<file path="src/rtl/lsu_pkg.sv">
// lsu_pkg: shared encodings, state enum and request bundle for the load/store unit.
package lsu_pkg;

    localparam logic [1:0] SZ_B = 2'b00;
    localparam logic [1:0] SZ_H = 2'b01;
    localparam logic [1:0] SZ_W = 2'b10;
    localparam logic [1:0] SZ_X = 2'b11;

    localparam int LAT_MIN = 1;
    localparam int LAT_MAX = 15;

    typedef enum logic [1:0] {
        IDLE   = 2'd0,
        ACCESS = 2'd1,
        RESP   = 2'd2
    } state_t;

    typedef struct packed {
        logic        wen;
        logic [1:0]  size;
        logic        uns;
        logic [31:0] addr;
        logic [31:0] wdata;
    } req_t;

endpackage

</file>
<file path="src/rtl/lsu_align.sv">
// lsu_align: misalignment check, store lane shift/mask, load extraction/extension.
module lsu_align
    import lsu_pkg::*;
(
    input  logic [1:0]  size,
    input  logic [1:0]  ofs,
    input  logic        uns,
    input  logic [31:0] wdata,
    input  logic [31:0] rdata,
    output logic        mis,
    output logic [31:0] wdata_sh,
    output logic [3:0]  wmask,
    output logic [31:0] rdata_ext
);

    logic [3:0]  base;
    logic [31:0] sh;

    assign sh       = rdata >> {ofs, 3'b000};
    assign wdata_sh = wdata << {ofs, 3'b000};
    assign wmask    = base << ofs;

    always_comb begin
        mis       = 1'b0;
        base      = 4'b0000;
        rdata_ext = sh;
        unique case (1'b1)
            (size == SZ_B): begin
                base      = 4'b0001;
                rdata_ext = {{24{~uns & sh[7]}}, sh[7:0]};
            end
            (size == SZ_H): begin
                base      = 4'b0011;
                mis       = ofs[0];
                rdata_ext = {{16{~uns & sh[15]}}, sh[15:0]};
            end
            (size == SZ_W): begin
                base = 4'b1111;
                mis  = |ofs;
            end
            default: mis = 1'b1;
        endcase
    end

endmodule

</file>
<file path="src/rtl/lsu.sv">
// lsu: request/response FSM, wait-state counter and captured request registers.
module lsu
    import lsu_pkg::*;
#(
    parameter int LATENCY = 1
) (
    input  logic        clk,
    input  logic        rst_n,
    input  logic        req_valid,
    output logic        req_ready,
    input  logic        req_wen,
    input  logic [1:0]  req_size,
    input  logic        req_unsigned,
    input  logic [31:0] req_addr,
    input  logic [31:0] req_wdata,
    output logic        mem_valid,
    output logic        mem_wen,
    output logic [31:0] mem_raddr,
    output logic [31:0] mem_waddr,
    output logic [31:0] mem_wdata,
    output logic [7:0]  mem_wmask,
    input  logic [31:0] mem_rdata,
    output logic        resp_valid,
    input  logic        resp_ready,
    output logic [31:0] resp_rdata,
    output logic        resp_err
);

    if (LATENCY < LAT_MIN || LATENCY > LAT_MAX) begin : g_lat_chk
        $error("lsu: LATENCY out of range 1..15");
    end

    state_t      state, state_nx;
    logic [3:0]  cnt;
    req_t        r;

    logic        a_mis;
    logic [31:0] a_wdata;
    logic [3:0]  a_wmask;
    logic [31:0] a_rdata;
    logic        idle;
    logic        fin;

    assign idle = (state == IDLE);
    assign fin  = (state == ACCESS) && (cnt == 4'd0);

    // Live inputs feed the legality check in IDLE; captured fields drive the access.
    lsu_align u_align (
        .size      (idle ? req_size : r.size),
        .ofs       (idle ? req_addr[1:0] : r.addr[1:0]),
        .uns       (r.uns),
        .wdata     (r.wdata),
        .rdata     (mem_rdata),
        .mis       (a_mis),
        .wdata_sh  (a_wdata),
        .wmask     (a_wmask),
        .rdata_ext (a_rdata)
    );

    always_comb begin
        state_nx = state;
        unique case (state)
            IDLE:    if (req_valid) state_nx = a_mis ? RESP : ACCESS;
            ACCESS:  if (cnt == 4'd0) state_nx = RESP;
            RESP:    if (resp_ready) state_nx = IDLE;
            default: state_nx = IDLE;
        endcase
    end

    always_ff @(posedge clk or negedge rst_n) begin
        if (!rst_n) begin
            state      <= IDLE;
            cnt        <= 4'd0;
            r          <= '0;
            resp_rdata <= 32'd0;
            resp_err   <= 1'b0;
        end else begin
            state <= state_nx;
            if (idle && req_valid) begin
                r          <= '{req_wen, req_size, req_unsigned,
                                req_addr, req_wdata};
                cnt        <= 4'(LATENCY - 1);
                resp_rdata <= 32'd0;
                resp_err   <= a_mis;
            end else if (state == ACCESS) begin
                if (cnt != 4'd0) cnt <= cnt - 4'd1;
                else if (!r.wen) resp_rdata <= a_rdata;
            end
        end
    end

    assign req_ready  = idle;
    assign resp_valid = (state == RESP);
    assign mem_valid  = fin;
    assign mem_wen    = fin & r.wen;
    assign mem_raddr  = fin ? {r.addr[31:2], 2'b00} : 32'd0;
    assign mem_waddr  = mem_raddr;
    assign mem_wdata  = fin ? a_wdata : 32'd0;
    assign mem_wmask  = fin ? {4'b0000, a_wmask} : 8'h00;

endmodule
</file>
<file path="config.mk">
export PLATFORM = sky130hd
export DESIGN_NAME = lsu
export DESIGN_NICKNAME = d
export VERILOG_FILES = /design/src/rtl/lsu_pkg.sv /design/src/rtl/lsu_align.sv /design/src/rtl/lsu.sv
export SDC_FILE = /design/constraint.sdc
export NUM_CORES = 1
export LEC_CHECK = 0
export ABC_CLOCK_PERIOD_IN_PS = 2800
export BUFFER_PORTS_ARGS = -buffer_cell sky130_fd_sc_hd__buf_2
export CAP_MARGIN = 0
export CORE_MARGIN = 1
export CORE_UTILIZATION = 45
export CTS_CLUSTER_SIZE = 12
export DETAILED_ROUTE_END_ITERATION = 6
export PLACE_DENSITY_LB_ADDON = 0.25
export SLEW_MARGIN = 0
export SYNTH_ARGS = -nofsm -noshare
export SYNTH_HDL_FRONTEND = slang
export SYNTH_SLANG_ARGS = --single-unit
</file>
<file path="constraint.sdc">
create_clock -name clk -period 2.8 [get_ports clk]
set_input_delay 0.84 -clock clk [delete_from_list [all_inputs] [get_ports clk]]
set_output_delay 0.84 -clock clk [all_outputs]
set_load 0.05 [all_outputs]
</file>
Word level (Yosys, flattened, before mapping). Index checks and enable logic that the tools add are counted.

Muxes and demuxes: 20. Add/subtract/negate cells: 1. Shifts and indexed selects: 3. Bitwise gates (word level): 4. Reduce and logical (&&, ||, !) cells: 12. Eq/ne operators: 9.

Operator list (number): 2-to-1 mux 32 bit (6); case mux 32 bit (2 select lines) (1); left shift 32 x 5 -> 32 bit (1); >> shifter 32 x 5 -> 32 bit (1); 2-to-1 mux 4 bit (4); 2-to-1 mux 2 bit (6); case mux 4 bit (3 select lines) (1); inequality test 2 bit, second input constant (3); case mux 2 bit (3 select lines) (1); AND reduction 3 bit (2); == test 2 x 1 -> 1 bit, second input constant (2); == test 2 bit, second input constant (2); logical NOT 2 bit (2); logical NOT 4 bit (1); inequality test 2 x 1 -> 1 bit, second input constant (2); nonzero test 2 bit (2); nonzero test 4 bit (1); left shift 4 x 2 -> 4 bit (1); subtractor 4 x 1 -> 4 bit, second input constant (1); bitwise AND 1 bit (3); case mux 1 bit (3 select lines) (1); logical AND 1 bit (2); AND reduction 2 bit (1); OR reduction 2 bit (1); NOT 1 bit (1).

Register bits: 107. Output and inout port bits: 141. Bits of input ports: 104. Word-level logic and storage cells: 58.

Depth between registers and ports, before layout. Gate-level depths: netlist of run 1.

Depth after elaboration: 9. Gate-level depth with buffers: 11. Depth with buffers taken out: 8.

Cells and area by module. Synthesis of run 1 repeated with hierarchy kept, for this count alone.

Cells, all modules: 643. Area total of the unflattened synthesis: 6526.3 um^2.

By module, submodules not included: lsu (instances 1, area each 5111.2 um^2, cells each 435, seq. area each 2677.6 um^2); lsu_align (instances 1, area each 1415.1 um^2, cells each 208, seq. area each 0.0 um^2).

Worst setup path before layout of run 1. Ideal clock, no wire load.

Kind: flip-flop to output port. From: register cnt[0]. To: output mem_wmask[0]. Required time: 1.960 ns. Path buffers: 1. Data arrival time: 3.011 ns. Cell stages (with the launch flop): 9. Path slack: -1.051 ns. Path through: dfrtp_1 inv_1 ha_1 nor3b_1 nand2_2 inv_1 nand2_1 clkbuf_1 nor3_1.

Longest elaborated chain between the ends: 3.

Ends and longest elaborated chain: from (decl) (RTL line lsu.sv:34) `logic [3:0] cnt;`; from (signal assigned) (RTL line lsu.sv:82) `cnt <= 4'(LATENCY - 1);`; from (signal assigned) (RTL line lsu.sv:86) `if (cnt != 4'd0) cnt <= cnt - 4'd1;`; logical NOT 4 bit (RTL line lsu.sv:45) `assign fin = (state == ACCESS) && (cnt == 4'd0);`; logical AND 1 bit (RTL line lsu.sv:45); named net mem_valid (RTL line lsu.sv:16) `output logic mem_valid,`; 2-to-1 mux 4 bit (RTL line lsu.sv:99) `assign mem_wmask = fin ? {4'b0000, a_wmask} : 8'h00;`; to (decl) (RTL line lsu.sv:21) `output logic [7:0] mem_wmask,`.

The timed path passes the listed nets, and every way through them passes these cells.

Worst setup path in the final report of run 1.
From: input req_addr[0]. To: output mem_wdata[29].

Longest elaborated chain between the ends: 3.

Ends and longest elaborated chain: from (decl) (RTL line lsu.sv:14) `input logic [31:0] req_addr,`; 2-to-1 mux 2 bit (RTL line lsu.sv:50) `.ofs (idle ? req_addr[1:0] : r.addr[1:0]),`; left shift 32 x 5 -> 32 bit (RTL line lsu_align.sv:20) `assign wdata_sh = wdata << {ofs, 3'b000};`; 2-to-1 mux 32 bit (RTL line lsu.sv:98) `assign mem_wdata = fin ? a_wdata : 32'd0;`; to (decl) (RTL line lsu.sv:20) `output logic [31:0] mem_wdata,`.

No other way between the ends.

==> out/qor.yml, run 1 <==
setup_path:
  path_max_fanout: 5
  arrival_ns: 2.26
  cpMostUsedCell: "buf_6"
  crit-reg2reg-launch: "state[1]"
  path_buf_inv: 3
  endpoint_kind: "primary output"
  r2r-end: "resp_rdata[22]"
  cp-start-kind: "input port"
  worstSetupStartpoint: "req_addr[0]"
  crit_family: "simple AND/OR/NAND/NOR gates"
  r2r_cells: 7
  critPathMaxStageDelay_ns: 0.43
  reg2reg_slack_ns: 0.27
  cp.depth: 8
  crit_end: "mem_wdata[29]"
  slowest_stage: "or3b_4"
  crit_chain: "buf_6, or3b_4, nand2_8, buf_12, nand2_4, and3_4, a211oi_4, buf_6"
  worstSetupPathType: "in2out"
  required_ns: 1.96
detailed_routing:
  viasPerCell: 5.45
  ant_nets: 0
  drt_iter0_drc: 338
  via_count: 6485
  wire_per_inst_um: 18.6
  wl_um: 22100
  drc_errors: 0
  first_pass_iters: 5
pwr:
  leakage_nw: 4.91
  vdd_drop_max_mv: 0.758
  p_per_area_nw_per_um2: 1190
cells_and_area:
  n_antenna_cell: 0
  multi_input_area_um2: 3850
  drive_gt1_share_pct: 48.0
  finalNetCount: 1119
  final_cell_mix: "nand2_1 (238), buf_2 (137), dfrtp_1 (105), buf_6 (66), buf_4 (61)"
  seq_area_um2: 2680
  layout_commonest_cell: "nand2_1"
  fin_util_pct: 73.9
  fill_cells: 959
  syn2layout_area_growth_pct: 57.6
global_routing:
  grt_most_used_layer: "met2"
  use_met3_pct: 5.38
  gr-usage-met1_pct: 38.6
  use_met2_pct: 51.5
  antenna_found_initial: 0
  grt_pass1_vias: 6378
  overflow: 0
  grt_start_max_net_pins: 65
  grt_pass1_wl_um: 33800
  gr-usage-all-layers_pct: 30.2
synthesis:
  synthCells: 759
  ys_async_sr_fraction_pct: 100
  syn_avg_cell_area_um2: 8.32
  yosysUniqueCellTypes: 55
  synth-edff-count: 0
  ys_ff_latch: 107
  ys_seq_area_share_pct: 42.4
  syn_area_um2: 6310
  ys.flop_type: "dfrtp_1"
  ys_warn_count: 0
clocking:
  cts_hold_buf: 0
  tritoncts: "done"
  cts_buffer_depth: 2
  cts_root_buf: "clkbuf_16"
  cts_sinks: 107
  clock_latency_ns: 0.35
  cts_max_level: 3
  clk_pin_slew_ns: 0.07
  cts_made_buffers: 9
timing:
  finalHoldViolations: 0
  worst_slew_pin_slew_ns: 0.730
  slew_viol_final: 0
  layout_setup_ws_ns: -0.296
  fin_setup_tns_ns: -8.92
  rsz0062_at_grt: "yes"
  max_slew_margin_pct: 51.3
  finalClockSkew_ns: 0.00522
  timing.fmax_ghz: 0.323
  fin_crit_ns: 3.10
  fin_crit_sh_pct: 111
  setup_viol: 97
floorplan:
  ioPinCount: 245
  rows: 42
  start_util_pct: 46.9
  die_h_um: 120
  fp.dieW_um: 120
  core_um2: 13500
  dieArea_um2: 14500
outcome:
  violations: "setup timing"
  status: "complete, but fails checks"
place:
  io_buffer_count: 236
  place_ws_ns: -0.450
  gp_congestion: 0.867
  dp_hpwl_um: 13500
min_path:
  hp-class: "in2async"
job:
  cap_violations: 0
## area by class of cell
class	instances	share of cell area (%)
Clock inverter	3	0.465
Inverter	6	0.264
Timing Repair Buffer	323	28.8
Tap cell	176	2.21
Sequential cell	107	26.9
Clock buffer	12	2.58
Multi-Input combinational cell	562	38.7
## flip-flops by register name, indices dropped and copies added (netlist names)
name        cells
resp_rdata     32
resp_err        1
cnt             4
state           2
r              68
## Yosys cell counts (5+ instances only)
cell      count  area [um2]
a211oi_1      8        60.1
a21oi_1      52         260
a221oi_1      5        43.8
a22oi_1       9        67.6
a31o_1        5        43.8
and2_1        9        56.3
and3_1       47         294
buf_2        14        70.1
buf_4        42         315
buf_6         7        78.8
clkbuf_1     26        97.6
dfrtp_1     107        2680
ha_1          6        75.1
inv_1         6        22.5
mux2_2       16         180
mux2i_1       8        80.1
nand2_1     244         916
nand3_1      34         170
nor2_1       28         105
o21a_1        9        67.6
o21ai_0      11        55.1
o21bai_1      9        67.6
o31ai_1       8        60.1
## per-layer routing
metal  part of all wire, %  routed length, um  vias up
li1                      -                  -     3019
met1                    41               9000     3154
met2                    51              11200      279
met3                   6.6               1470       33
met4                   1.9                415        0
met5                     0                  0        -
## power by group
group / switching [W] / internal [W]
sequential: 0.000594 / 0.00221
clock: 0.000579 / 0.000742
combinational: 0.00461 / 0.00306
total: 0.00578 / 0.00602
## kinds of logic (layout without fill, tap and decap cells)
kind of cell,Yosys count,count (layout),synth area share [%]
compound gates,129,129,13.7
xor+xnor,3,3,0.416
fa+ha+maj,6,6,1.19
buf+inv,99,344,9.49
flops,107,107,42.4
mux,28,29,5.07
other cells,1,8,0.0594
simple gates,386,387,27.6
## metrics by stage
stage	total power (W)	instance area, um2	cells	hold WS (ns)
3_3_place_gp	0.00894	8110	1144	0.449
4_1_cts	0.0114	9680	1179	0.371
2_1_floorplan	0.00742	6790	766	0.437
5_1_grt	0.0124	9950	1189	0.384
3_5_place_dp	0.00902	8110	1144	0.458
6_report	0.0118	9950	1189	0.372
## worst register-to-register path, cell delays in order (launching register included)
cell      delay [ns]
dfrtp_2         0.50
nor2_8          0.21
mux2_4          0.36
buf_4           0.14
ha_1            0.24
and4_1          0.19
o21bai_2        0.56
a21oi_1         0.18
## how the worst min path moves through the flow
stage	start	endpoint	slack (ns)
floorplan	r[34]	r[34]	0.44
global placement	r[63]	r[63]	0.45
detailed placement	r[52]	r[52]	0.46
CTS	rst_n	resp_rdata[8]	0.37
global route	rst_n	resp_rdata[8]	0.38
finish	rst_n	resp_rdata[26]	0.37
## timing repair
item	4_1_cts	5_1_grt
gates resized for setup	290	47
pin swaps	31	26
setup buffers	16	11
cloned	4	1
setup endpoints to repair	97	97
No activity file was read; power rests on OpenSTA's default activity.
==> run 2: changes to the inputs <==
Settings changed: PLACE_DENSITY_LB_ADDON 0.25 to 0.3.
==> out/qor.yml, run 2 (synthesized netlist as in run 1, its figures left out) <==
detailed_routing:
  first_pass_iters: 5  # unchanged
  via_count: 6545  # +0.93%
  viasPerCell: 5.54  # +1.5%
  drc_errors: 0  # unchanged
  wl_um: 22200  # +0.43%
  drt_iter0_drc: 532  # +57%
  wire_per_inst_um: 18.8  # +1.0%
  ant_nets: 0  # unchanged
cells_and_area:
  fill_cells: 962  # +0.31%
  top_register: "r"
  postLayoutCellArea_um2: 9840  # -1.0%
  drive_gt1_share_pct: 47.8  # -0.22 points
  syn2layout_area_growth_pct: 56.0
  layout_commonest_cell: "nand2_1"
  final_cell_mix: "nand2_1 (239), buf_2 (137), dfrtp_1 (105), buf_4 (59), buf_6 (53)"
  largestRegisters: "r x68, resp_rdata x32, cnt x4"
  largest_reg_flops: 68  # unchanged
  finalNetCount: 1110  # -0.80%
clocking:
  cts_sinks: 107  # unchanged
  cts_root_buf: "clkbuf_16"
  cts_max_level: 3  # unchanged
  tritoncts: "done"
  cts_buffer_depth: 2  # unchanged
  cts_made_buffers: 9  # unchanged
  clk_pin_slew_ns: 0.07  # about the same
  clock_latency_ns: 0.35  # about the same
setup_path:
  required_ns: 1.96  # about the same
  critPathMaxStageDelay_ns: 0.50  # +0.07 ns
  crit_chain: "nor2_8, mux2_4, ha_4, nand2b_4, a21o_1, a21oi_4, buf_6"
  slowest_stage: "dfrtp_2"
  worstSetupPathType: "reg2out"
  path_max_fanout: 7  # +2
  cp-start-kind: "flop"
  arrival_ns: 2.24  # -0.02 ns
  endpoint_kind: "primary output"
floorplan:
  dieArea_um2: 14500  # unchanged
  die_h_um: 120  # unchanged
  core_um2: 13500  # unchanged
  fp.dieW_um: 120  # unchanged
  start_util_pct: 46.9  # unchanged
  ioPinCount: 245  # unchanged
  rows: 42  # unchanged
timing:
  worst_slew_pin_slew_ns: 0.748  # +0.0177 ns
  slew_viol_final: 0  # unchanged
  fin_crit_ns: 3.08  # -0.0143 ns
  fin_crit_sh_pct: 110  # -0.51 points
  max_slew_margin_pct: 50.1  # -1.2 points
  setup_viol: 84  # -13%
  finalHoldViolations: 0  # unchanged
  finalClockSkew_ns: 0.00935  # +0.00414 ns
  layout_setup_ws_ns: -0.282  # +0.0143 ns
  rsz0062_at_grt: "yes"
  timing.fmax_ghz: 0.325  # +0.47%
pwr:
  leakage_nw: 4.83  # -1.6%
  power.total_w: 0.0115  # -2.3%
  pwr-share-seq_pct: 24.3  # +0.5 points
  p_clk_share_pct: 11.1  # about the same
  switching_share_pct: 49.7  # +0.75 points
  pwr-share-comb_pct: 64.6  # -0.4 points
  power.switching_w: 0.00573  # -0.84%
  p_per_area_nw_per_um2: 1170  # -1.3%
  power.internal_w: 0.00579  # -3.8%
  vdd_drop_max_mv: 0.859  # +13%
global_routing:
  overflow: 0  # unchanged
  grt_start_max_net_pins: 70  # +7.7%
  grt_pass1_wl_um: 33800  # +0.12%
  gr-usage-all-layers_pct: 30.1  # -0.13 points
  grt_pass1_vias: 6523  # +2.3%
  antenna_found_initial: 1  # +1
place:
  place_ws_ns: -0.547  # -0.0967 ns
  io_buffer_count: 236  # unchanged
  gp_congestion: 0.918  # +5.9%
  dp_hpwl_um: 13300  # -1.7%
  placed_area_um2: 8030  # -0.90%
outcome:
  status: "complete, but fails checks"
  violations: "setup timing"
min_path:
  hp-class: "in2async"
job:
  cap_violations: 0  # unchanged
==> run 2: cell types whose count changed in the layout (fill, tap and decap cells not counted), sizes merged <==
cell / change
clkbuf: -2
inv: -1
diode: +1
clkinvlp: +1
clkinv: +4
buf: -10
==> run 2: metal layers <==
| metal | part of all wire, % | track usage, % | vias to the layer above |
|---|---|---|---|
| met5 | 0 | 0 | - |
| met4 | 2.8 | 10.7 | 0 |
| met3 | 8.0 | 7.88 | 55 |
| met2 | 50 | 50.7 | 336 |
| met1 | 39 | 37.0 | 3160 |
| li1 | - | - | 2994 |
==> run 2: timing repair <==
action                                  in CTS  in global routing
endpoints found under the hold margin        0                  0
hold buffers                                 0                  0
setup buffers                               17                  7
pin swaps                                   26                 24
cloned                                       4                  2
endpoints found under the setup margin      97                 97
resized for setup                          276                 58
==> run 2: per-stage QoR <==
step / std cells / hold slack, ns / TNS [ns] / utilization (%)
finish: 1182 / 0.279 / -7.69 / 73.2
global route: 1181 / 0.264 / -13.39 / 73.2
global placement: 1136 / 0.449 / -10.45 / 59.7
floorplan: 766 / 0.437 / -3.17 / -
detailed placement: 1136 / 0.453 / -14.40 / 59.7
CTS: 1173 / 0.267 / -10.01 / 71.0
==> run 2: power by group through the flow <==
stage / Clock, W / Combinational [W] / Sequential [W]
4_1_cts: 0.00130 / 0.00706 / 0.00275
5_1_grt: 0.00136 / 0.00790 / 0.00286
6_report: 0.00128 / 0.00744 / 0.00280
2_1_floorplan: 0 / 0.00424 / 0.00318
3_5_place_dp: 0 / 0.00623 / 0.00271
3_3_place_gp: 0 / 0.00615 / 0.00270
==> run 2: critical path: cells and delay by family, from the launching register on <==
family	cells	cell delay (ns)
adder cells (fa/ha/maj)	1	0.18
AO/OA/AOI/OAI	2	0.35
multiplexers	1	0.35
buffers and inverters	1	0.17
AND/OR/NAND/NOR	2	0.35
flip-flops	1	0.50
==> run 2: final cells by class <==
type | count | area, um2 | area share [%]
multi-input combinational | 562 | 3830 | 38.9
timing repair buffer | 314 | 2790 | 28.4
sequential | 107 | 2680 | 27.2
clock buffer | 9 | 225 | 2.29
tap | 176 | 220 | 2.24
clock inverter | 7 | 68.8 | 0.699
inverter | 6 | 26.3 | 0.267
antenna | 1 | 2.50 | 0.0254
==> run 2: path summary, 6_finish.rpt <==
kind / start / end / slack (ns) / depth (start not counted)
max: state[1] / mem_wmask[2] / -0.28 / 7
min: rst_n / r[21] / 0.28 / 1
max reg2reg: state[1] / resp_rdata[18] / 0.17 / 7
min reg2reg: r[63] / r[63] / 0.48 / 2
max in group asynchronous: rst_n / r[49] / 1.85 / 2
min in group clk: r[63] / r[63] / 0.48 / 2
==> run 3: changes to the inputs <==
Settings changed: ABC_CLOCK_PERIOD_IN_PS 2800 to 3680, CORE_UTILIZATION 45 to 54.
Clock period 2.8 ns to 3.68 ns, I/O delays scaled along.
==> out/qor.yml, run 3 (synthesized netlist as in run 1, its figures left out) <==
detailed_routing:
  drt_iter0_drc: 526  # -1.1%
  wire_per_inst_um: 15.9  # -15%
  drc_errors: 0  # unchanged
  viasPerCell: 5.47  # -1.2%
  via_count: 6034  # -7.8%
  wl_um: 17500  # -21%
  ant_nets: 0  # unchanged
  first_pass_iters: 6  # +1
pwr:
  vdd_drop_max_mv: 0.638  # -26%
  p_per_area_nw_per_um2: 933  # -20%
  leakage_nw: 4.43  # -8.4%
  power.total_w: 0.00745  # -35%
min_path:
  worstHoldStart: "r[51]"
  hp-class: "reg2reg"
timing:
  worst_hold_slack_ns: 0.465  # +0.187 ns
  setup_viol: 0  # -100%
  timing.fmax_ghz: 0.277
  worst_slew_pin_slew_ns: 1.08  # +0.330 ns
  fin_crit_sh_pct: 98.0
  finalHoldViolations: 0  # unchanged
  slew_viol_final: 0  # unchanged
  finalClockSkew_ns: 0.00811  # -0.00124 ns
  max_slew_margin_pct: 28.1  # -22 points
  fin_crit_ns: 3.61
  fin_setup_tns_ns: 0  # +7.69 ns
  rsz0062_at_grt: "yes"
floorplan:
  start_util_pct: 55.3  # +8.4 points
  fp.dieW_um: 110  # -8.6%
  dieArea_um2: 12100  # -16%
  core_um2: 11400  # -15%
  rows: 39  # -7.1%
  die_h_um: 110  # -8.6%
  ioPinCount: 245  # unchanged
cells_and_area:
  postLayoutCellArea_um2: 7980  # -19%
  fill_cells: 916  # -4.8%
  top_register: "r"
  multi_input_area_um2: 3240  # -15%
  final_cell_mix: "nand2_1 (243), buf_2 (221), dfrtp_1 (106), a21oi_1 (50), and3_1 (47)"
  finalNetCount: 1065  # -4.1%
  seq_area_um2: 2680  # about the same
  drive_gt1_share_pct: 37.5  # -10 points
  syn2layout_area_growth_pct: 26.4
  largestRegisters: "r x68, resp_rdata x32, cnt x4"
  n_antenna_cell: 0  # -1
  largest_reg_flops: 68  # unchanged
  fin_util_pct: 69.9  # -3.3 points
  layout_commonest_cell: "nand2_1"
clocking:
  cts_max_level: 3  # unchanged
  cts_root_buf: "clkbuf_16"
  clk_pin_slew_ns: 0.06  # about the same
  cts_made_buffers: 9  # unchanged
  cts_hold_buf: 0  # unchanged
  cts_buffer_depth: 2  # unchanged
  clock_latency_ns: 0.35  # about the same
  cts_sinks: 107  # unchanged
  tritoncts: "done"
place:
  dp_hpwl_um: 12500  # -6.0%
  io_buffer_count: 236  # unchanged
  placed_area_um2: 7580  # -5.6%
  gp_congestion: 0.951  # +3.6%
setup_path:
  worstSetupPathType: "in2out"
  crit_family: "buffers and inverters"
  cp-start-kind: "input port"
  worstSetupStartpoint: "req_addr[0]"
  arrival_ns: 2.50  # +0.26 ns
  critPathMaxStageDelay_ns: 0.27  # -0.23 ns
  required_ns: 2.58  # +0.62 ns
  crit_chain: "buf_2, nor3b_2, nor2_4, buf_4, nor2_2, buf_12, a22oi_1, nor2_2, buf_2"
  endpoint_kind: "primary output"
  crit-reg2reg-launch: "state[0]"
  slowest_stage: "nor3b_2"
  path_max_fanout: 9  # +2
  path_buf_inv: 4  # +3
global_routing:
  overflow: 0  # unchanged
  antenna_found_initial: 0  # -1
  grt_pass1_wl_um: 26700  # -21%
  gr-usage-all-layers_pct: 28.8  # -1.3 points
  grt_pass1_vias: 5348  # -18%
  grt_start_max_net_pins: 81  # +16%
job:
  cap_violations: 0  # unchanged
outcome:
  status: "completed"
[run 3: cell count changes in the layout (fill, tap and decap cells not counted), sizes merged]
| cell | before | now |
|---|---|---|
| clkinvlp | 3 | 2 |
| buf | 313 | 262 |
| mux2 | 20 | 19 |
| inv | 5 | 6 |
| clkinv | 4 | 1 |
| clkbuf | 10 | 21 |
| nand2 | 247 | 246 |
| diode | 1 | 0 |
[run 3: repair_timing]
item | CTS | global route
endpoints found under the setup margin | 25 | 16
setup buffers | 0 | 4
gates resized for setup | 8 | 10
pin swaps | 1 | 1
[run 3: metal layers]
layer / up-vias / global-route usage, % / share of wire (%)
li1: 2889 / - / -
met1: 2801 / 39.8 / 44
met2: 305 / 45.4 / 47
met3: 39 / 4.94 / 7.8
met4: 0 / 10.5 / 2.1
met5: - / 0 / 0
[run 3: worst reg2reg max path: stages, from the launching register on]
cell	delay, ns
dfrtp_1	0.54
nor2_8	0.22
mux2_2	0.37
buf_4	0.16
inv_1	0.26
ha_1	0.28
inv_1	0.06
a211oi_2	0.27
o21bai_2	0.27
a21oi_1	0.21
[run 3: worst paths after layout]
kind,endpoint,slack (ns),depth (start not counted)
max,mem_wdata[21],0.07,9
min,r[51],0.47,2
max reg2reg,resp_rdata[28],0.96,9
min reg2reg,r[51],0.47,2
max in group asynchronous,resp_rdata[13],2.16,2
min in group asynchronous,r[54],0.78,1
[run 3: through the flow]
step	setup WS [ns]	cells
after floorplan	-0.131	766
after global placement	-0.0697	1083
final	0.0745	1103
after global routing	-0.00363	1103
after detailed placement	-0.0888	1083
after CTS	0.00622	1099
[run 3: layout make-up]
class	instances	share of cell area [%]
Timing Repair Buffer	271	19.2
Inverter	6	0.329
Sequential cell	107	33.6
Tap cell	143	2.24
Multi-Input combinational cell	560	40.6
Clock inverter	4	0.690
Clock buffer	12	3.34
[run 3: where the power goes]
group          leakage (nW)  switching (W)  internal [W]  total [W]
Sequential             1.36       0.000374       0.00168    0.00206
Combinational          2.91        0.00297       0.00140    0.00437
Clock                 0.155       0.000439      0.000588    0.00103
